## src/rtl/reg_scoreboard.sv

```systemverilog
// Register scoreboard: counts in-flight writes per register and flags RAW and capacity hazards at decode.
// Latency: stall/issue_ack are combinational (0 cycles); pend, busy, wb_err, stall_cnt update on the next edge.
// Backpressure: stall holds the instruction in decode; issue_ack is raised only with no hazard and no flush.
module reg_scoreboard #(
  parameter int BYPASS  = 1,
  parameter int MAXPEND = 3
) (
  input  logic        clk,
  input  logic        rst,
  input  logic        issue_valid,
  input  logic [2:0]  issue_rreg1,
  input  logic [2:0]  issue_rreg2,
  input  logic        issue_use1,
  input  logic        issue_use2,
  input  logic        issue_we,
  input  logic [2:0]  issue_wreg,
  input  logic        wb_valid,
  input  logic [2:0]  wb_wreg,
  input  logic        flush,
  output logic        stall,
  output logic        issue_ack,
  output logic        busy,
  output logic        wb_err,
  output logic [15:0] stall_cnt
);

  localparam logic [1:0] MAXP = 2'(MAXPEND);

  logic [1:0] pend     [8];
  logic [1:0] pend_nxt [8];
  logic [7:0] inc_v;
  logic [7:0] dec_v;
  logic       raw1;
  logic       raw2;
  logic       cap_hz;
  logic       wb_zero;
  logic       busy_nxt;

  // Hazard detection against the current pending counts; a retiring last write may be bypassed.
  always_comb begin
    raw1 = issue_use1 && (pend[issue_rreg1] != 2'd0);
    if ((BYPASS != 0) && wb_valid && (wb_wreg == issue_rreg1) && (pend[issue_rreg1] == 2'd1))
      raw1 = 1'b0;
    raw2 = issue_use2 && (pend[issue_rreg2] != 2'd0);
    if ((BYPASS != 0) && wb_valid && (wb_wreg == issue_rreg2) && (pend[issue_rreg2] == 2'd1))
      raw2 = 1'b0;
    cap_hz = issue_we && (pend[issue_wreg] == MAXP) && !(wb_valid && (wb_wreg == issue_wreg));
  end

  assign stall     = issue_valid && (raw1 || raw2 || cap_hz);
  assign issue_ack = issue_valid && !stall && !flush;
  assign wb_zero   = wb_valid && (pend[wb_wreg] == 2'd0);

  // Next pending counts: flush clears everything, a same-register issue and retire cancel out.
  always_comb begin
    inc_v    = '0;
    dec_v    = '0;
    busy_nxt = 1'b0;
    if (issue_ack && issue_we)
      inc_v[issue_wreg] = 1'b1;
    if (wb_valid && (pend[wb_wreg] != 2'd0))
      dec_v[wb_wreg] = 1'b1;
    for (int r = 0; r < 8; r++) begin
      pend_nxt[r] = pend[r];
      if (flush)
        pend_nxt[r] = 2'd0;
      else if (inc_v[r] && !dec_v[r] && (pend[r] != MAXP))
        pend_nxt[r] = pend[r] + 2'd1;
      else if (dec_v[r] && !inc_v[r])
        pend_nxt[r] = pend[r] - 2'd1;
      busy_nxt = busy_nxt | (pend_nxt[r] != 2'd0);
    end
  end

  // Pending counters and busy flag.
  always_ff @(posedge clk or negedge rst) begin
    if (!rst) begin
      for (int r = 0; r < 8; r++) pend[r] <= 2'd0;
      busy <= 1'b0;
    end else begin
      for (int r = 0; r < 8; r++) pend[r] <= pend_nxt[r];
      busy <= busy_nxt;
    end
  end

  // Sticky error for a writeback that finds nothing pending; flush does not mask it.
  always_ff @(posedge clk or negedge rst) begin
    if (!rst)         wb_err <= 1'b0;
    else if (wb_zero) wb_err <= 1'b1;
  end

  // Saturating count of cycles in which decode was held.
  always_ff @(posedge clk or negedge rst) begin
    if (!rst)
      stall_cnt <= 16'd0;
    else if (issue_valid && stall && (stall_cnt != 16'hFFFF))
      stall_cnt <= stall_cnt + 16'd1;
  end

endmodule

```

## config.mk

```make
export PLATFORM = sky130hd
export DESIGN_NAME = reg_scoreboard
export DESIGN_NICKNAME = d
export VERILOG_FILES = /design/src/rtl/reg_scoreboard.sv
export SDC_FILE = /design/constraint.sdc
export NUM_CORES = 1
export LEC_CHECK = 0
export CAP_MARGIN = 20
export CORE_ASPECT_RATIO = 0.8
export CORE_MARGIN = 2
export CORE_UTILIZATION = 52
export CTS_BUF_LIST = sky130_fd_sc_hd__clkbuf_8 sky130_fd_sc_hd__clkbuf_16
export DETAILED_ROUTE_END_ITERATION = 7
export PLACE_DENSITY = 0.77
export SYNTH_ARGS = -nofsm -noshare
export SYNTH_HDL_FRONTEND = slang
export SYNTH_SLANG_ARGS = --single-unit
```

## constraint.sdc

```tcl
create_clock -name clk -period 3.7 [get_ports clk]
set_input_delay 0.925 -clock clk [delete_from_list [all_inputs] [get_ports clk]]
set_output_delay 0.925 -clock clk [all_outputs]
set_load 0.01 [all_outputs]
```

==> flow_summary.yaml, run 1 <==
finish:
  areaGrowthSynthToFinish_pct: 39.8
  drive_gt1_share_pct: 30.7
  multi_input_area_um2: 1960
  seq_area_um2: 851
  fill_cells: 358
  diodes: 0
  layout.nets: 436
detailed_routing:
  routed_wl_um: 9000
  drtIter0Drc: 307
  firstDrtPassIters: 5
  routedWlPerCell_um: 19.2
  vias_per_cell: 6.38
  antenna_left: 0
  vias: 2992
  drcViolationCount: 0
sta:
  relSlewSlack_pct: 49.3
  period_needed_ps: 3610
  holdWs_ps: 495
  setup_viol: 0
  rsz0062_at_grt: "no"
  finalHoldViolCount: 0
  tightest_slew_ps: 751
  fmax_mhz: 277
  clock_skew_ps: 5.81
  drv_slew: 0
  fin_crit_sh_pct: 97.6
place:
  place_congestion: 0.962
  io_buffer_count: 39
  dp_hpwl_um: 6450
logic_synthesis:
  ys_types: 58
  synth_area_um2: 2810
  ys_ff_latch: 34
  synth_edf_count: 0
  netlist_top_cells_area: "dfrtp_1 30%, mux2i_1 7.1%, xnor2_1 5.9%"
  synth_commonest_cells: "34 x dfrtp_1, 27 x nor2_1, 23 x nand2_1"
  synthCells: 299
  synthArstFlopShare_pct: 100
  synth_most_common_cell: "dfrtp_1"
  synth_warnings: 0
  yosys.area.top_type: "dfrtp_1"
  avgSynthCellArea_um2: 9.40
  ys_seq_area_share_pct: 30.3
  ys.flop_type: "dfrtp_1"
  netlist.area_leader.share_pct: 30.3
  syn_nets: 328
critical_path:
  slowest_delay_ps: 500
  arrival_ps: 2690
  r2r_slack_ps: 590
  critical_path_class: "primary input to primary output"
  reg2reg_depth: 12
  required_ps: 2770
  cp-end-kind: "primary output"
  start_kind: "primary input"
  slowest_stage: "mux4_2"
  cp_cell_sequence: "buf_2 > mux4_2 > mux2_2 > a41oi_2 > o32ai_2 > buf_4 > o21ai_2 > buf_4 > inv_1 > buf_6"
  path_common_cell: "buf_4"
  worst-path-max-fanout: 4
power_and_ir_drop:
  p_leak_nw: 1.81
  vdd_drop_max_mv: 0.301
  powerDensity_nw_per_um2: 256
  power_mw: 1.00
cts:
  cts_tree: "built"
  cts_buffers: 5
  cts_hold_buf: 0
  cts_root_buf: "clkbuf_8"
  cts.sinks: 34
  clockBufferDepth: 2
  cts_htree_levels: 2
  clk_pin_slew_ps: 70
  clk_latency_ps: 290
floorplan:
  start_util_pct: 54.9
  num_rows: 23
  dieWidth_um: 86.2
  die_h_um: 69.8
  io_pins: 40
  core_um2: 5120
  die_area_um2: 6010
min_path:
  worstHoldPathType: "flip-flop to flip-flop"
  min_path_cells: 1
global_route:
  grt_first_pass_wirelength_um: 14300
  grt_pass1_vias: 2981
  antenna_found_initial: 0
  grt_overflow_total: 0
  grtUsageTotal_pct: 30.3
  grt_start_max_net_pins: 35
run_status:
  status: "complete, no violations"
flow_run:
  cap_violations: 0
## area by class of cell
type / count / share of cell area [%]
Timing Repair Buffer: 114 / 23.9
Clock inverter: 2 / 0.191
Multi-Input combinational cell: 245 / 49.8
Clock buffer: 5 / 1.75
Tap cell: 62 / 1.98
Inverter: 7 / 0.669
Sequential cell: 34 / 21.7
## what timing repair did
action / in CTS / in global routing
setup buffers: 3 / 0
gates resized for setup: 42 / 8
setup endpoints to repair: 5 / 3
pin swaps: 3 / 3
## per-stage QoR
step | utilization, % | TNS, ps | instance area, µm² | worst slack (ps) | cells
6_report | 76.7 | 0 | 3930 | 87.3 | 469
5_1_grt | 76.7 | 0 | 3930 | 35.2 | 469
4_1_cts | 76.4 | 0 | 3910 | 1.99 | 469
3_5_place_dp | 73.2 | -5660 | 3750 | -874 | 459
3_3_place_gp | 73.2 | -4660 | 3750 | -833 | 459
2_1_floorplan | - | 0 | 2810 | 143 | 299
## path summary, 6_finish.rpt
path	from	to
setup / recovery	issue_rreg1[0]	stall
hold / removal	stall_cnt[8]	stall_cnt[8]
setup reg to reg	pend[1]	busy
hold reg to reg	stall_cnt[8]	stall_cnt[8]
max in group asynchronous	rst	stall_cnt[14]
min in group asynchronous	rst	pend[0]
## worst max-delay path, delay by kind of cell
kind | cells | cell delay [ps]
multiplexers | 2 | 780
buffers and inverters | 5 | 600
AO/OA/AOI/OAI | 3 | 380
## layer usage
metal / global-route usage (%) / part of all wire [%] / wire length, µm / vias to the layer above
met2: 47.7 / 48 / 4340 / 160
li1: - / - / - / 1347
met4: 10.8 / 2.2 / 197 / 0
met1: 41.1 / 41 / 3720 / 1456
met3: 6.43 / 8.3 / 750 / 29
met5: 0 / 0 / 0 / -
## cell usage in the layout (no fill, tap or decap), types with 9 or more instances in the layout
| cell | instances |
|---|---|
| xnor2_1 | 19 |
| clkdlybuf4s50_1 | 26 |
| ha_1 | 9 |
| buf_4 | 73 |
| xor2_1 | 9 |
| nor2_1 | 25 |
| dfrtp_1 | 34 |
| inv_1 | 9 |
| mux2i_1 | 20 |
| nand3_1 | 10 |
| nand2_1 | 23 |
| nor3_1 | 9 |
## power by group
group	switching (mW)	internal, mW
Combinational	0.140	0.166
Clock	0.129	0.124
Sequential	0.0415	0.403
Total	0.311	0.693
## sequential cells by signal, summed over array words and instances (netlist names)
signal     flops
busy           1
wb_err         1
stall_cnt     16
pend          16
## logic make-up after synthesis
kind of cell,count (synthesis),synth area share (%)
buffers and inverters,20,3.43
and+or+nand+nor,123,23.7
muxes,36,15.9
AOI/OAI and AO/OA,49,13.9
DFF,34,30.3
adders and majority gates,9,4.01
xor gates and xnor gates,28,8.73
Power figures use the tool's default switching activity.
==> run 2: changes to the inputs <==
--- a/config.mk
+++ b/config.mk
@@ -11,7 +11,9 @@
 export CORE_UTILIZATION = 52
 export CTS_BUF_LIST = sky130_fd_sc_hd__clkbuf_8 sky130_fd_sc_hd__clkbuf_16
 export DETAILED_ROUTE_END_ITERATION = 7
+export GPL_TIMING_DRIVEN = 0
 export PLACE_DENSITY = 0.77
+export RECOVER_POWER = 100
 export SYNTH_ARGS = -nofsm -noshare
 export SYNTH_HDL_FRONTEND = slang
 export SYNTH_SLANG_ARGS = --single-unit
==> run 2 against run 1 <==
The flow now finishes with violations (capacitance limit, slew limit). Utilization fell by 9.2 points. First-iteration DRC count fell by 20%. Count of clock-buffer cells in the layout rose by 1. Critical path depth fell by 1. Register-to-register slack got worse by 210 ps. Combinational power fell by 16%. Worst setup slack got worse by 11 ps. Via count fell by 12%. Flip-flop and latch count did not move. Largest power group unchanged. Largest cell class unchanged.
==> flow_summary.yaml, run 2 (synthesized netlist as in run 1, its figures left out) <==
run_status:
  status: "finished with violations"
  violations: "capacitance limit, slew limit"
place:
  io_buffer_count: 35
  dp_hpwl_um: 5530
  place_congestion: 0.968
  dpl-instance-area_um2: 3230
  dp.cells: 396
critical_path:
  worst-path-max-fanout: 7
  cp-end-kind: "primary output"
  reg2reg_depth: 11
  worstReg2RegStart: "pend[5]"
  start_kind: "primary input"
  critical_path.startpoint: "issue_rreg1[0]"
  critPathCapture: "issue_ack"
  arrival_ps: 2700
  timing.rr.end: "busy"
  required_ps: 2770
  critical_path_class: "primary input to primary output"
  r2r_slack_ps: 380
floorplan:
  die_area_um2: 6010
  start_util_pct: 54.9
  die_h_um: 69.8
  num_rows: 23
  core_um2: 5120
  io_pins: 40
  dieWidth_um: 86.2
power_and_ir_drop:
  p_int_mw: 0.679
  pwr-share-clk_pct: 28.7
  combPwrFrac_pct: 26.2
  powerDensity_nw_per_um2: 285
  swShare_pct: 31.2
  vdd_drop_max_mv: 0.305
  p_seq_share_pct: 45.1
  p_switching_mw: 0.307
  p_leak_nw: 1.49
detailed_routing:
  routed_wl_um: 7490
  drcViolationCount: 0
  vias_per_cell: 6.44
  firstDrtPassIters: 5
  routedWlPerCell_um: 18.4
  drtIter0Drc: 246
  vias: 2627
  antenna_left: 0
finish:
  diodes: 0
  postLayoutCoreUtil_pct: 67.4
  mostFrequentLayoutCells: "34 x dfrtp_1, 25 x nor2_1, 23 x nand2_1"
  stdcell_count: 408
  areaGrowthSynthToFinish_pct: 22.9
  fin_area_um2: 3450
  fill_cells: 413
  layout_commonest_cell: "dfrtp_1"
  drive_gt1_share_pct: 15.9
  layout.nets: 374
  top_regs: "pend (16), stall_cnt (16)"
sta:
  finalHoldViolCount: 0
  drv_slew: 35
  period_needed_ps: 3620
  clock_skew_ps: 5.25
  rsz0062_at_grt: "no"
  holdWs_ps: 469
  fmax_mhz: 276
  fin_crit_sh_pct: 97.9
  relSlewSlack_pct: -20.6
  setup_viol: 0
  tightest_slew_ps: 1810
flow_run:
  cap_violations: 1
global_route:
  grt_pass1_vias: 2495
  grt_start_max_net_pins: 35
  antenna_found_initial: 0
  grtUsageTotal_pct: 26.1
  grt_first_pass_wirelength_um: 12400
  grt_overflow_total: 0
cts:
  cts_tree: "built"
  cts.sinks: 34
  clk_latency_ps: 290
  clk_pin_slew_ps: 70
  cts_htree_levels: 2
  cts_root_buf: "clkbuf_8"
  cts_buffers: 5
  clockBufferDepth: 2
min_path:
  worstHoldPathType: "flip-flop to flip-flop"
-- run 2: changes by cell type in the layout (fill, tap and decap cells not counted), moves of 2 or more --
cell and delta:
clkdlybuf4s50_1 -19, nor4_1 +2, clkbuf_1 +6, and2_0 +2
dlymetal6s2s_1 -2, nor3_2 -3, buf_6 +2, dlygate4sd3_1 +18
buf_4 -70, nor4_2 -2, and2_1 -2, nor3_1 +3
clkbuf_2 +3
-- run 2: power by group through the flow --
stage                     Clock, mW  Combinational [mW]  Sequential (mW)
final                         0.283               0.258            0.445
after detailed placement          0               0.250            0.452
after CTS                     0.290               0.270            0.446
after global routing          0.304               0.283            0.449
after floorplan                   0               0.123            0.456
after global placement            0               0.245            0.451
-- run 2: layer usage --
metal	up-vias	track usage [%]	part of all wire, %	routed length (µm)
li1	1218	-	-	-
met5	-	0	0	0
met3	15	4.05	8.0	596
met4	0	9.03	1.7	128
met2	126	38.0	44	3300
met1	1268	39.2	46	3470
-- run 2: critical path, stage by stage --
cell and delay, ps:
buf_6 100, mux4_2 480, mux2_4 290, a41oi_4 210, o32ai_4 140, buf_6 140, nor2_4 100, and3_1 170
clkbuf_2 130
-- run 2: layout make-up --
| type | instances | area (µm²) | share of cell area (%) |
|---|---|---|---|
| Inverter | 7 | 26.3 | 0.761 |
| Multi-Input combinational cell | 245 | 1960 | 56.6 |
| Sequential cell | 34 | 851 | 24.6 |
| Timing Repair Buffer | 39 | 350 | 10.1 |
| Clock inverter | 2 | 8.76 | 0.254 |
| Buffer | 13 | 101 | 2.93 |
| Clock buffer | 6 | 82.6 | 2.39 |
| Tap cell | 62 | 77.6 | 2.25 |
-- run 2: metrics by stage --
| step | power (mW) | TNS [ps] | worst slack, ps |
|---|---|---|---|
| 6_report | 0.986 | 0 | 76.5 |
| 4_1_cts | 1.01 | 0 | 79.9 |
| 3_5_place_dp | 0.702 | -7090 | -939 |
| 5_1_grt | 1.04 | 0 | 11.6 |
| 2_1_floorplan | 0.579 | 0 | 143 |
| 3_3_place_gp | 0.696 | -6100 | -922 |
-- run 2: timing repair --
item | in CTS | in global routing
setup endpoints to repair | 13 | 2
cloned | 0 | 0
pin swaps | 5 | 0
hold buffers | 0 | 0
endpoints found under the hold margin | 0 | 0
resized for setup | 44 | 5
buffers inserted | 4 | 0
-- run 2: worst min path at each step --
stage,endpoint,startpoint,cells past startpoint,slack (ps)
floorplan,wb_err,wb_err,1,510
CTS,wb_err,wb_err,1,480
global placement,wb_err,wb_err,1,470
global route,wb_err,wb_err,1,520
detailed placement,wb_err,wb_err,1,470
finish,wb_err,wb_err,1,470
